[src/rtl/run_length_detector.sv]
// -----------------------------------------------------------------------------
// run_length_detector
//
// Multi-channel run-length detector. Every channel counts consecutive
// qualified samples at the POLARITY level and raises a one-cycle strobe when
// the run reaches the runtime threshold. In one-shot mode (mode = 0) a run
// fires once; in periodic mode (mode = 1) it fires again every thresh samples
// while the run continues. A threshold of 0 behaves as 1.
//
// Parameters:
//   CH        number of independent channels
//   CNT_W     width of the run counter and of thresh
//   POLARITY  sample level counted as "in run" (0 = zeros, 1 = ones)
//
// Ports:
//   clk        clock
//   reset      synchronous, active-high reset
//   in_valid   sample qualifier; channels advance only when 1
//   in         one sample bit per channel
//   thresh     run length that triggers a hit (0 treated as 1)
//   mode       0 = one-shot per run, 1 = periodic pulse
//   pulse      registered one-cycle hit strobe per channel
//   active     registered level, 1 while the run has reached the threshold
//   any_pulse  registered OR of pulse
//
// Optional feature, enabled by defining RUN_LENGTH_DETECTOR_HITCNT_EN:
//   hit_clr    clears every hit counter (wins over a same-cycle increment)
//   hit_cnt    8-bit saturating pulse counter per channel, channel i at
//              bits [8i+7:8i]; it counts up together with the pulse it sees
// -----------------------------------------------------------------------------
module run_length_detector #(
  parameter int CH       = 4,
  parameter int CNT_W    = 4,
  parameter bit POLARITY = 1'b0
) (
  input  logic                 clk,
  input  logic                 reset,
  input  logic                 in_valid,
  input  logic [CH-1:0]        in,
  input  logic [CNT_W-1:0]     thresh,
  input  logic                 mode,
  output logic [CH-1:0]        pulse,
  output logic [CH-1:0]        active,
  output logic                 any_pulse
`ifdef RUN_LENGTH_DETECTOR_HITCNT_EN
  ,
  input  logic                 hit_clr,
  output logic [CH*8-1:0]      hit_cnt
`endif
);

  typedef enum logic [1:0] {
    S_IDLE,
    S_COUNT,
    S_FIRE,
    S_HOLD
  } state_t;

  logic [CNT_W-1:0] thresh_eff;
  logic             t_is_one;
  logic [CH-1:0]    pulse_d_vec;
  logic             any_pulse_q;

  assign thresh_eff = (thresh == '0) ? CNT_W'(1) : thresh;
  assign t_is_one   = (thresh_eff == CNT_W'(1));

  for (genvar gi = 0; gi < CH; gi++) begin : g_ch
    state_t           state_q, state_d;
    logic [CNT_W-1:0] cnt_q, cnt_d;
    logic [CNT_W:0]   cnt_inc;
    logic             pulse_q, pulse_d;
    logic             active_q, active_d;
    logic             hit;

    assign hit     = (in[gi] == POLARITY);
    // One extra bit so the increment can never wrap before the compare.
    assign cnt_inc = {1'b0, cnt_q} + (CNT_W+1)'(1);

    always_comb begin
      state_d  = state_q;
      cnt_d    = cnt_q;
      pulse_d  = 1'b0;
      active_d = active_q;
      if (in_valid) begin
        if (!hit) begin
          state_d  = S_IDLE;
          cnt_d    = '0;
          active_d = 1'b0;
        end else begin
          case (state_q)
            S_COUNT: begin
              // Saturate rather than wrap; a lowered threshold still fires.
              cnt_d = cnt_inc[CNT_W] ? cnt_q : cnt_inc[CNT_W-1:0];
              if (cnt_inc >= {1'b0, thresh_eff}) begin
                state_d  = S_FIRE;
                pulse_d  = 1'b1;
                active_d = 1'b1;
              end
            end
            S_FIRE, S_HOLD: begin
              if (mode) begin
                // Periodic: start a new segment of the same run.
                cnt_d = CNT_W'(1);
                if (t_is_one) begin
                  state_d  = S_FIRE;
                  pulse_d  = 1'b1;
                  active_d = 1'b1;
                end else begin
                  state_d = S_COUNT;
                end
              end else begin
                state_d = S_HOLD;
              end
            end
            default: begin // S_IDLE
              cnt_d = CNT_W'(1);
              if (t_is_one) begin
                state_d  = S_FIRE;
                pulse_d  = 1'b1;
                active_d = 1'b1;
              end else begin
                state_d = S_COUNT;
              end
            end
          endcase
        end
      end
    end

    always_ff @(posedge clk) begin
      if (reset) begin
        state_q  <= S_IDLE;
        cnt_q    <= '0;
        pulse_q  <= 1'b0;
        active_q <= 1'b0;
      end else begin
        state_q  <= state_d;
        cnt_q    <= cnt_d;
        pulse_q  <= pulse_d;
        active_q <= active_d;
      end
    end

    assign pulse_d_vec[gi] = pulse_d;
    assign pulse[gi]       = pulse_q;
    assign active[gi]      = active_q;

`ifdef RUN_LENGTH_DETECTOR_HITCNT_EN
    logic [7:0] hit_cnt_q;

    // Uses pulse_d so the count moves on the same edge that raises pulse.
    always_ff @(posedge clk) begin
      if (reset || hit_clr) begin
        hit_cnt_q <= '0;
      end else if (pulse_d && (hit_cnt_q != 8'hFF)) begin
        hit_cnt_q <= hit_cnt_q + 8'd1;
      end
    end

    assign hit_cnt[8*gi +: 8] = hit_cnt_q;
`endif
  end

  always_ff @(posedge clk) begin
    if (reset) begin
      any_pulse_q <= 1'b0;
    end else begin
      any_pulse_q <= |pulse_d_vec;
    end
  end

  assign any_pulse = any_pulse_q;

endmodule

[config.mk]
export PLATFORM = sky130hd
export DESIGN_NAME = run_length_detector
export DESIGN_NICKNAME = d
export VERILOG_FILES = /design/src/rtl/run_length_detector.sv
export SDC_FILE = /design/constraint.sdc
export NUM_CORES = 1
export LEC_CHECK = 0
export BUFFER_PORTS_ARGS = -buffer_cell sky130_fd_sc_hd__buf_4
export CAP_MARGIN = 30
export CORE_ASPECT_RATIO = 1.2
export CORE_MARGIN = 3
export CORE_UTILIZATION = 40
export DETAILED_ROUTE_END_ITERATION = 8
export GPL_TIMING_DRIVEN = 0
export SLEW_MARGIN = 30
export SYNTH_ARGS = -nofsm -noshare
export SYNTH_HDL_FRONTEND = slang
export SYNTH_SLANG_ARGS = --single-unit
[constraint.sdc]
create_clock -name clk -period 2.4 [get_ports clk]
set_input_delay 0.36 -clock clk [delete_from_list [all_inputs] [get_ports clk]]
set_output_delay 0.36 -clock clk [all_outputs]
set_load 0.01 [all_outputs]
* Yosys cells after proc, flatten, opt, wreduce, memory -nomap -nowiden
Index checks and enable logic that the tools add are counted.
Widths: inputs -> output; s select.
** Word-level totals
- Latch bits :: 0
- Output and inout port bits :: 9
- Word-level logic and storage cells :: 134
- Memories :: 0
- Input bits :: 12
- Memory bits (read-only) :: 0
- Bits in writable memories :: 0
- Register bits :: 33
** Operators by class
- Order comparisons :: 4
- Muxes and demuxes :: 66
- Shift operators :: 0
- Reduce and logical (&&, ||, !) cells :: 18
- $add $sub $neg :: 4
- Multipliers :: 0
- Bitwise logic cells :: 0
- Divide/modulo/power cells :: 0
- Eq/ne operators :: 25
** Operator list (count)
- $mux 4 :: 10
- $ne 3x3->1 const B :: 12
- $pmux 4 s2 :: 4
- $mux 1 :: 30
- $reduce_and 3->1 :: 8
- $add 4x1->5 const B :: 4
- $ge 5x4->1 :: 4
- $mux 2 :: 10
- $eq 2x2->1 const B :: 8
- $pmux 1 s2 :: 8
- $pmux 2 s2 :: 4
- $eq 2x1->1 const B :: 4
- $reduce_and 2->1 :: 4
- $reduce_or 2->1 :: 4
- $eq 4x1->1 const B :: 1
- $logic_not 4->1 :: 1
- $reduce_or 4->1 :: 1

* Longest topological paths before layout
Gate-level depths: netlist of the first run.
- Word-level depth :: 9
- Gate-level depth with buffers :: 10

* Least setup slack after synthesis of the first run
Ideal clock, no wire load.
- Path kind :: input-to-reg
- Start :: input port thresh[1]
- End :: register g_ch[2].state_q[0]
- Setup slack :: 0.048 ns
- Path buffers :: 1
- Required time :: 2.278 ns
- Arrival :: 2.229 ns
- Stages on the path :: 10
- Library setup time :: 0.122 ns
- Cells stage by stage :: or3_1 > clkbuf_1 > nand2b_1 > ha_1 > nand2b_1 > a21oi_1 > maj3_1 > o21ai_0 > nor4b_1 > a311o_1
** On the way
- Word-level cells in the longest chain between the ends :: 7
- Elaborated cells between the ends (all ways) :: 10
** RTL lines
- from (decl) :: line 40 : input logic [CNT_W-1:0] thresh,
- $logic_not 4->1 :: line 64 : assign thresh_eff = (thresh == '0) ? CNT_W'(1) : thresh;
- $mux 4 (*) :: line 64
- $eq 4x1->1 :: line 65 : assign t_is_one = (thresh_eff == CNT_W'(1));
- $mux 2 :: line 104, 117
- $mux 2 :: line 101 : if (mode) begin
- $pmux 2 s2 :: line 90 : case (state_q)
- $mux 2 :: line 85 : if (!hit) begin
- to (signal assigned) :: line 137 : state_q <= state_d;
- to (decl) :: line 68 : state_t state_q, state_d;
Mark *: on every way between the ends. The rest lies on a longest branch, timed or not.
A chain may end at the register's enable or synchronous reset.

* Worst setup path after layout of the first run
- Start :: input port thresh[1]
- End :: register any_pulse_q (netlist: any_pulse)
** On the way
- Word-level cells in the longest chain between the ends :: 9
- Elaborated cells between the ends (all ways) :: 26
** RTL lines
- $logic_not 4->1 :: line 64
- $mux 4 (*) :: line 64
- branches (longest 6 deep; another with $ge 5x4->1)
- $reduce_or 4->1 (*) :: line 168 : any_pulse_q <= |pulse_d_vec;
- to (signal assigned) :: line 168
- to (decl) :: line 62 : logic any_pulse_q;
Every way passes the cells marked *.

==> impl_metrics.json, run 1 <==
{
  "result_of_the_run": "finished, final reports clean",
  "timing_max_transition_violations_final": 0,
  "core-area_um2": 5010,
  "worst-r2r-cell-count": 7,
  "drt_iter0_markers": 117,
  "dp_hpwl_um": 3610,
  "power.density_nw_per_um2": 518,
  "synthesis.area_per_instance_um2": 8.05,
  "die_height_um": 85.2,
  "hold_class": "input port to flop",
  "synth_cell_type_count": 54,
  "count_of_port_buffers_added_during_placement": 19,
  "worst-slew-pin-transition_ns": 0.642,
  "cp_max_fo": 6,
  "worst_ir_drop_vdd_v": 0.000229,
  "drc": 0,
  "clkSinkCount": 33,
  "detailroute.via_count": 1902,
  "dr.pass1.iters": 4,
  "fp.dieArea_um2": 6140,
  "drt-total-wl_um": 4970,
  "layout.filler_cells": 514,
  "first_global_vias": 1794,
  "routed_via_density": 5.50,
  "finClkSkew_ns": 0.00364,
  "hold_end": "g_ch[2].active_q",
  "area_taken_by_multi_input_logic_gates_um2": 1300,
  "timing.hold.worst_path_depth": 2,
  "globalRoute.totalOverflow": 0,
  "synthesis.instances": 260,
  "slew_headroom_pct": 57.2,
  "worst_ep_required_time_ns": 2.63,
  "maxCapViolCount": 0,
  "clock_latency_ns": 0.29,
  "path_buf_inv": 1,
  "setup_viol_count_final": 0,
  "finalHoldWorstSlack_ns": 0.336,
  "groute.usage.overall_pct": 17.6,
  "path_cells": "buf_4 > or3_4 > nand2b_2 > ha_1 > nand2b_1 > a21oi_2 > o32ai_2 > nor2_2 > or4_4 > a31oi_2",
  "boundaryPins": 21,
  "async_flop_share_pct": 0,
  "crit_path_start_kind": "input port",
  "type_of_the_setup_path_with_the_least_slack": "input port to flop",
  "finalWeightedCongestion": 0.820,
  "route.detailed.wl_per_inst_um": 14.4,
  "setup_repair_after_global_routing_missed_its_margin": "false",
  "arrival_ns": 2.45,
  "cts.path.max_buffers": 2,
  "clk_root_buffer_cell": "clkbuf_8",
  "n_antenna_cell": 0,
  "maxClockFrequency_mhz": 450,
  "drt.antenna.violating_nets": 0,
  "placement.cell_area_um2": 2310,
  "r2r_setup_slack_ns": 0.25,
  "setup_tns_ns": 0,
  "seq_area_frac_synth_pct": 31.6,
  "cts_setup_buffers": 0,
  "setup_ws_ns": 0.178,
  "leakagePower_nw": 1.00,
  "report.power.total_mw": 1.26,
  "cp.depth": 10,
  "final_layout_size_suffix_gt1_share_pct": 18.5,
  "finalWorstPathRequiredPeriod_ns": 2.22,
  "pre_cts_ws_ns": -0.451,
  "critical_path.max_stage_delay_ns": 0.51,
  "hp-start": "in[2]",
  "postLayoutCoreUtil_pct": 48.4,
  "yosysWarnings": 0,
  "ys_seq_elements": 33,
  "initial_core_util_pct": 41.8,
  "synth_area_um2": 2090,
  "slowest_stage": "or4_4",
  "die-width_um": 72.0,
  "worst_r2r_startpoint": "g_ch[3].cnt_q[0]",
  "antenna_violations_before_repair": 0,
  "stdcell_area_um2": 2430,
  "number_of_standard_cell_rows_in_the_floorplan": 28,
  "seq_area_um2": 661,
  "placed_cells": 339,
  "regToRegEndpoint": "any_pulse",
  "clkSlewWorstSetupHoldPaths_ns": 0.07,
  "cts_max_level": 2,
  "grt_max_degree": 11,
  "synth_enable_flop_cells": 0,
  "cts_tree": "done",
  "end_kind": "flop",
  "yosys_most_used_dff": "dfxtp_1",
  "first_pass_grt_wire_length_um": 8380,
  "post_layout_nonfiller_instances": 346,
  "area_growth_pct": 16.0,
  "post-route-period-util_pct": 92.6,
  "final_net_count": 313,
  "syn-num-nets": 288,
  "path_delay_family": "simple AND/OR/NAND/NOR gates",
  "cts_made_buffers": 5,
  "final_hold_viol_count": 0
}
-- power by group --
group	switching [mW]	internal [mW]	total, mW	leakage (nW)
clock	0.220	0.259	0.479	0.0542
combinational	0.114	0.0853	0.200	0.682
sequential	0.0139	0.564	0.578	0.268
total	0.348	0.909	1.26	1.00
-- metal layers --
metal	global-route usage [%]	vias to the layer above	part of all wire (%)	routed length (µm)
met5	0	-	0	0
met4	6.15	0	1.5	74
met3	4.03	7	4.6	228
met2	29.5	38	47	2360
met1	21.9	874	46	2310
li1	-	983	-	-
-- kinds of logic (layout without fill, tap and decap cells) --
logic type / count (synthesis) / after routing / synth area share (%)
buf+inv: 29 / 55 / 7.24
xor+xnor: 8 / 8 / 3.35
flops: 33 / 33 / 31.6
simple gates: 98 / 98 / 24.3
fa+ha+maj: 18 / 18 / 10.5
compound gates: 74 / 74 / 23.0
-- what timing repair did --
item | 4_1_cts | 5_1_grt
gates cloned | 0 | 0
setup endpoints to repair | 8 | 6
hold buffers | 0 | 0
resized for setup | 2 | 3
-- layout by cell type (no fill, tap or decap), types with 3 or more instances in the layout --
cell      count
nand2b_1     12
nand2_1      22
nor2_1       24
inv_1        14
buf_4        27
a211oi_1      5
clkbuf_8      8
ha_1         16
o21ai_0      10
and3_1        3
nor3_1        8
clkbuf_1      3
nand3_1       7
xnor2_1       7
dfxtp_1      33
a21oi_1      32
-- cell usage after synthesis, drive strengths merged, types with 2 or more instances --
cell type | instances | share of area, %
nor3b | 2 | 0.72
nand2b | 13 | 3.9
dfxtp | 33 | 32
maj3 | 2 | 0.96
nor3 | 9 | 2.4
or3 | 3 | 0.96
a221oi | 2 | 0.84
a21oi | 33 | 7.9
or2b | 2 | 0.84
and3 | 3 | 0.90
xnor2 | 7 | 2.9
buf | 10 | 3.3
o211ai | 2 | 0.72
a211o | 2 | 0.84
nand4 | 2 | 0.60
nand3 | 7 | 1.7
a31oi | 2 | 0.90
a211oi | 5 | 1.8
nor4b | 2 | 0.84
o2bb2ai | 2 | 0.84
nand2 | 22 | 3.9
ha | 16 | 9.6
o21ai | 11 | 2.6
clkbuf | 5 | 1.4
nor2 | 25 | 4.6
o41ai | 2 | 0.84
nor2b | 2 | 0.60
inv | 14 | 2.5
-- worst max-delay path by stage --
stage	from	slack (ns)	to
4_1_cts	thresh[1]	0.04	any_pulse
3_5_place_dp	thresh[2]	-0.45	g_ch[2].state_q[0]
2_1_floorplan	thresh[1]	0.05	g_ch[2].state_q[0]
5_1_grt	thresh[1]	0.08	any_pulse
6_report	thresh[1]	0.18	any_pulse
3_3_place_gp	thresh[1]	-0.42	g_ch[2].state_q[0]
-- final cells by class --
cell class | count | area share [%]
Inverter | 14 | 2.17
Sequential cell | 33 | 27.2
Multi-Input combinational cell | 198 | 53.5
Buffer | 14 | 3.92
Timing Repair Buffer | 19 | 5.88
Clock buffer | 7 | 3.97
Clock inverter | 1 | 0.206
Tap cell | 60 | 3.09
-- worst register-to-register path: cells and delay by family (launching register included) --
kind | cells | cell delay, ns
simple gates | 2 | 0.62
fa+ha+maj | 2 | 0.58
compound gates | 3 | 0.48
flops | 1 | 0.40
-- registers in the layout, summed over array words and instances, names as in the netlist --
register and flops:
g_ch.state_q 8, any_pulse 1, g_ch.pulse_q 4, g_ch.cnt_q 16, g_ch.active_q 4
(Power assumes the default switching activity.)
==> run 2: changes to the inputs <==
RECOVER_POWER = 100   (was not set)
==> run 2 against run 1 <==
Compared with the run above: via count up 0.47%; total power down 0.52%; largest cell class unchanged; combinational power down 4%.
==> impl_metrics.json, run 2 (synthesis gave the netlist of run 1 again) <==
{
  "result_of_the_run": "finished, final reports clean",
  "final_hold_viol_count": 0,
  "worst-slew-pin-transition_ns": 0.660,
  "boundaryPins": 21,
  "arrival_ns": 2.46,
  "clkSinkCount": 33,
  "post_layout_nonfiller_instances": 346,
  "crit_path_start_kind": "input port",
  "mostFrequentLayoutCells": "33 x a21oi_1, 33 x dfxtp_1, 24 x nor2_1, 22 x nand2_1, 18 x buf_4",
  "maxCapViolCount": 0,
  "route.detailed.wl_per_inst_um": 14.4,
  "count_of_port_buffers_added_during_placement": 19,
  "cp_max_fo": 6,
  "p_sw_mw": 0.347,
  "core-area_um2": 5010,
  "register_name_with_the_most_flops": "g_ch.cnt_q",
  "drt.antenna.violating_nets": 0,
  "dr.pass1.iters": 4,
  "drt-total-wl_um": 4980,
  "worst_ep_required_time_ns": 2.63,
  "critical_path.max_stage_delay_ns": 0.51,
  "final_net_count": 313,
  "groute.usage.overall_pct": 17.6,
  "area_growth_pct": 13.8,
  "p_seq_share_pct": 46.2,
  "setup_viol_count_final": 0,
  "finClkSkew_ns": 0.00356,
  "clock_latency_ns": 0.29,
  "placement.cell_area_um2": 2310,
  "clock_power_share_pct": 38.3,
  "n_antenna_cell": 0,
  "setup_repair_after_global_routing_missed_its_margin": "false",
  "cts_made_buffers": 5,
  "finalWorstPathRequiredPeriod_ns": 2.23,
  "slowest_stage": "or4_4",
  "die-width_um": 72.0,
  "cts.path.max_buffers": 2,
  "slew_headroom_pct": 56.0,
  "routed_via_density": 5.52,
  "largest_regs": "g_ch.cnt_q (16), g_ch.state_q (8)",
  "setup.worst_path.start": "thresh[1]",
  "worst_r2r_startpoint": "g_ch[3].cnt_q[0]",
  "power.density_nw_per_um2": 525,
  "type_of_the_setup_path_with_the_least_slack": "input port to flop",
  "cts_max_level": 2,
  "drt_iter0_markers": 122,
  "max_reg_flops": 16,
  "fp.dieArea_um2": 6140,
  "globalRoute.totalOverflow": 0,
  "finalWeightedCongestion": 0.820,
  "hold_class": "input port to flop",
  "path_buf_inv": 1,
  "cts_tree": "done",
  "leakagePower_nw": 0.961,
  "report.power.total_mw": 1.25,
  "hp-start": "in[2]",
  "initial_core_util_pct": 41.8,
  "detailroute.via_count": 1911,
  "drc": 0,
  "clk_root_buffer_cell": "clkbuf_8",
  "highest_layer": "met4",
  "met2_wirelength_um": 2380,
  "end_kind": "flop",
  "stdcell_area_um2": 2380,
  "worst_ir_drop_vdd_v": 0.000228,
  "number_of_standard_cell_rows_in_the_floorplan": 28,
  "routed_length_on_met1_um": 2270,
  "hold_buffers": 0,
  "grt_max_degree": 11,
  "post-route-period-util_pct": 93.0,
  "power.switching_fraction_pct": 27.8,
  "timing_max_transition_violations_final": 0,
  "internal_power_of_the_cells_mw": 0.903,
  "p_comb_share_pct": 15.5,
  "first_global_vias": 1794,
  "first_pass_grt_wire_length_um": 8380,
  "met3WireLength_um": 252,
  "final_layout_size_suffix_gt1_share_pct": 14.7,
  "placed_cells": 339,
  "path_cells": "buf_4 > or3_4 > nand2b_2 > ha_1 > nand2b_1 > a21oi_1 > o32ai_2 > nor2_2 > or4_4 > a31oi_2",
  "path_delay_family": "simple AND/OR/NAND/NOR gates",
  "die_height_um": 85.2,
  "maxClockFrequency_mhz": 448,
  "clkSlewWorstSetupHoldPaths_ns": 0.07,
  "antenna_violations_before_repair": 0,
  "dp_hpwl_um": 3610
}
run 2: final timing paths:
path | endpoint | slack, ns | cells after the start
max reg2reg | any_pulse | 0.23 | 7
min reg2reg | g_ch[0].active_q | 0.46 | 2
max | any_pulse | 0.17 | 10
min | g_ch[2].active_q | 0.34 | 2
run 2: cell type report:
cell class | count | area [µm²]
multi-input combinational | 198 | 1290
fill | 528 | 2630
tap | 60 | 75.1
clock inverter | 1 | 5.00
buffer | 14 | 95.1
clock buffer | 7 | 96.3
inverter | 14 | 52.6
sequential | 33 | 661
timing repair buffer | 19 | 109
run 2: per-layer routing:
metal / vias to the layer above / track usage [%]
met5: - / 0
met4: 0 / 6.15
met3: 7 / 4.03
met2: 39 / 29.5
met1: 882 / 21.9
li1: 983 / -
run 2: metrics by stage:
step / util [%] / worst slack (ns) / setup TNS, ns / hold WS, ns
6_report: 47.5 / 0.169 / 0 / 0.337
5_1_grt: 47.5 / 0.0471 / 0 / 0.344
4_1_cts: 48.1 / 0.0387 / 0 / 0.335
3_5_place_dp: 46.1 / -0.451 / -5.05 / 0.457
3_3_place_gp: 46.1 / -0.416 / -4.33 / 0.446
2_1_floorplan: - / 0.0485 / 0 / 0.437
run 2: power by group through the flow:
stage | logic [mW] | clock network, mW | registers (mW)
detailed placement | 0.196 | 0 | 0.591
global route | 0.219 | 0.514 | 0.580
floorplan | 0.129 | 0 | 0.588
global placement | 0.193 | 0 | 0.590
CTS | 0.198 | 0.488 | 0.578
finish | 0.193 | 0.479 | 0.578
run 2: what timing repair did:
action,in CTS,in global routing
setup endpoints to repair,8,6
buffers inserted,0,0
endpoints found under the hold margin,0,0
resized for setup,2,3
==> run 3: changes to the inputs <==
CORE_UTILIZATION = 45   (was 40)
PLACE_DENSITY = 0.66   (was not set)
==> run 3 against run 2 <==
Compared with the run above: clock-buffer cell count grew 1; sequential cell count is the same; design area shrank 1.1%; non-clock buffer count is the same; total power shrank 5.9%.
==> impl_metrics.json, run 3 (synthesis gave the netlist of run 1 again) <==
{
  "clock_latency_ns": 0.29,
  "clkSlewWorstSetupHoldPaths_ns": 0.07,
  "boundaryPins": 21,
  "grt_max_degree": 11,
  "fp.dieArea_um2": 5510,
  "die_height_um": 80.7,
  "arrival_ns": 2.43,
  "path_buf_inv": 1,
  "final_net_count": 313,
  "placed_cells": 335,
  "die-width_um": 68.2,
  "dr.pass1.iters": 5,
  "cts_max_level": 2,
  "stdcell_area_um2": 2360,
  "drt-total-wl_um": 4800,
  "clock_power_share_pct": 34.5,
  "crit_path_start_kind": "input port",
  "worst-slew-pin-transition_ns": 0.614,
  "finalWorstPathRequiredPeriod_ns": 2.21,
  "power.density_nw_per_um2": 499,
  "mostFrequentLayoutCells": "33 x a21oi_1, 33 x dfxtp_1, 24 x nor2_1, 22 x nand2_1, 17 x buf_4",
  "drt_iter0_markers": 145,
  "p_sw_mw": 0.326,
  "cts_setup_buffers": 0,
  "final_hold_viol_count": 0,
  "finClkSkew_ns": 0.00366,
  "end_kind": "flop",
  "core-area_um2": 4360,
  "clk_root_buffer_cell": "clkbuf_8",
  "initial_core_util_pct": 48.0,
  "n_antenna_cell": 0,
  "count_of_port_buffers_added_during_placement": 19,
  "leakagePower_nw": 0.948,
  "routed_via_density": 5.59,
  "setup_ws_ns": 0.194,
  "area_growth_pct": 12.6,
  "register_name_with_the_most_flops": "g_ch.cnt_q",
  "finalWeightedCongestion": 0.863,
  "setup_tns_ns": 0,
  "critical_path.max_stage_delay_ns": 0.51,
  "groute.usage.overall_pct": 19.9,
  "placement.cell_area_um2": 2300,
  "drc": 0,
  "final_layout_size_suffix_gt1_share_pct": 13.3,
  "dp_hpwl_um": 3570,
  "clkSinkCount": 33,
  "pre_cts_ws_ns": -0.398,
  "layout.filler_cells": 452,
  "maxClockFrequency_mhz": 453,
  "drt.antenna.violating_nets": 0,
  "cp_max_fo": 6,
  "maxCapViolCount": 0,
  "first_global_vias": 1718,
  "hold_class": "input port to flop",
  "path_cells": "clkbuf_1 > or3_4 > nand2b_4 > ha_1 > nand2b_1 > a21oi_1 > o32ai_2 > nor2_2 > or4_4 > a31oi_2",
  "area_taken_by_multi_input_logic_gates_um2": 1290,
  "post_layout_nonfiller_instances": 342,
  "internal_power_of_the_cells_mw": 0.850,
  "power.switching_fraction_pct": 27.7,
  "slew_headroom_pct": 59.1,
  "cts_made_buffers": 5,
  "worst_ep_required_time_ns": 2.62,
  "cts.path.max_buffers": 2,
  "number_of_standard_cell_rows_in_the_floorplan": 26,
  "max_reg_flops": 16,
  "type_of_the_setup_path_with_the_least_slack": "input port to flop",
  "antenna_violations_before_repair": 0,
  "worst_ir_drop_vdd_v": 0.000312,
  "path_delay_family": "simple AND/OR/NAND/NOR gates",
  "first_pass_grt_wire_length_um": 8050,
  "post-route-period-util_pct": 91.9,
  "setup_repair_after_global_routing_missed_its_margin": "false",
  "timing_max_transition_violations_final": 0,
  "p_comb_share_pct": 16.3,
  "largest_regs": "g_ch.cnt_q (16), g_ch.state_q (8)",
  "setup_viol_count_final": 0,
  "detailroute.via_count": 1913,
  "route.detailed.wl_per_inst_um": 14.0,
  "slowest_stage": "or4_4",
  "cts_tree": "done",
  "globalRoute.totalOverflow": 0,
  "seq_area_um2": 661,
  "p_seq_share_pct": 49.2,
  "result_of_the_run": "finished, final reports clean"
}
==> run 3: cell count changes in the layout (fill, tap and decap cells not counted) <==
| cell | change |
|---|---|
| buf_4 | -1 |
| clkbuf_1 | +4 |
| clkbuf_8 | -2 |
| clkinv_2 | -1 |
| nand2b_2 | -1 |
| nand2b_4 | +1 |
==> run 3: repair_timing <==
action	4_1_cts	5_1_grt
pin swaps	0	0
setup endpoints to repair	3	7
gates resized for setup	1	2
hold buffers	0	0
==> run 3: layout make-up <==
class | count | share of cell area (%)
Sequential cell | 33 | 28.0
Multi-Input combinational cell | 198 | 54.9
Clock buffer | 8 | 3.40
Buffer | 14 | 4.04
Timing Repair Buffer | 19 | 4.46
Inverter | 14 | 2.23
Tap cell | 56 | 2.97
==> run 3: through the flow <==
stage	hold WS (ns)	power (mW)	util, %
after floorplan	0.437	0.717	-
after global placement	0.446	0.782	52.9
after detailed placement	0.460	0.785	52.9
after CTS	0.332	1.19	54.9
after global routing	0.345	1.24	54.0
final	0.339	1.18	54.0
==> run 3: path summary, 6_finish.rpt <==
path                                        from                to  slack (ns)  depth (start not counted)
worst max register to register  g_ch[3].cnt_q[0]         any_pulse        0.22                          7
worst min register to register  g_ch[0].active_q  g_ch[0].active_q        0.46                          2
worst min-delay path                       in[2]  g_ch[2].active_q        0.34                          2
worst max-delay path                   thresh[1]         any_pulse        0.19                         10
==> run 3: worst reg2reg max path: stages (launching register included) <==
cell	delay, ns
dfxtp_1	0.35
ha_1	0.33
ha_1	0.29
a21oi_1	0.08
o32ai_2	0.26
nor2_2	0.11
or4_4	0.51
a31oi_2	0.17
==> run 3: per-layer routing <==
layer	part of all wire, %	vias to the layer above	GRT usage (%)
li1	-	985	-
met1	45	875	25.1
met2	47	43	31.1
met3	5.9	10	5.45
met4	1.9	0	8.15
met5	0	-	0
==> run 3: power groups by stage <==
stage / Clock, mW / Combinational [mW] / Sequential (mW)
2_1_floorplan: 0 / 0.129 / 0.588
3_3_place_gp: 0 / 0.191 / 0.590
3_5_place_dp: 0 / 0.194 / 0.591
4_1_cts: 0.419 / 0.196 / 0.578
5_1_grt: 0.445 / 0.217 / 0.581
6_report: 0.406 / 0.192 / 0.579
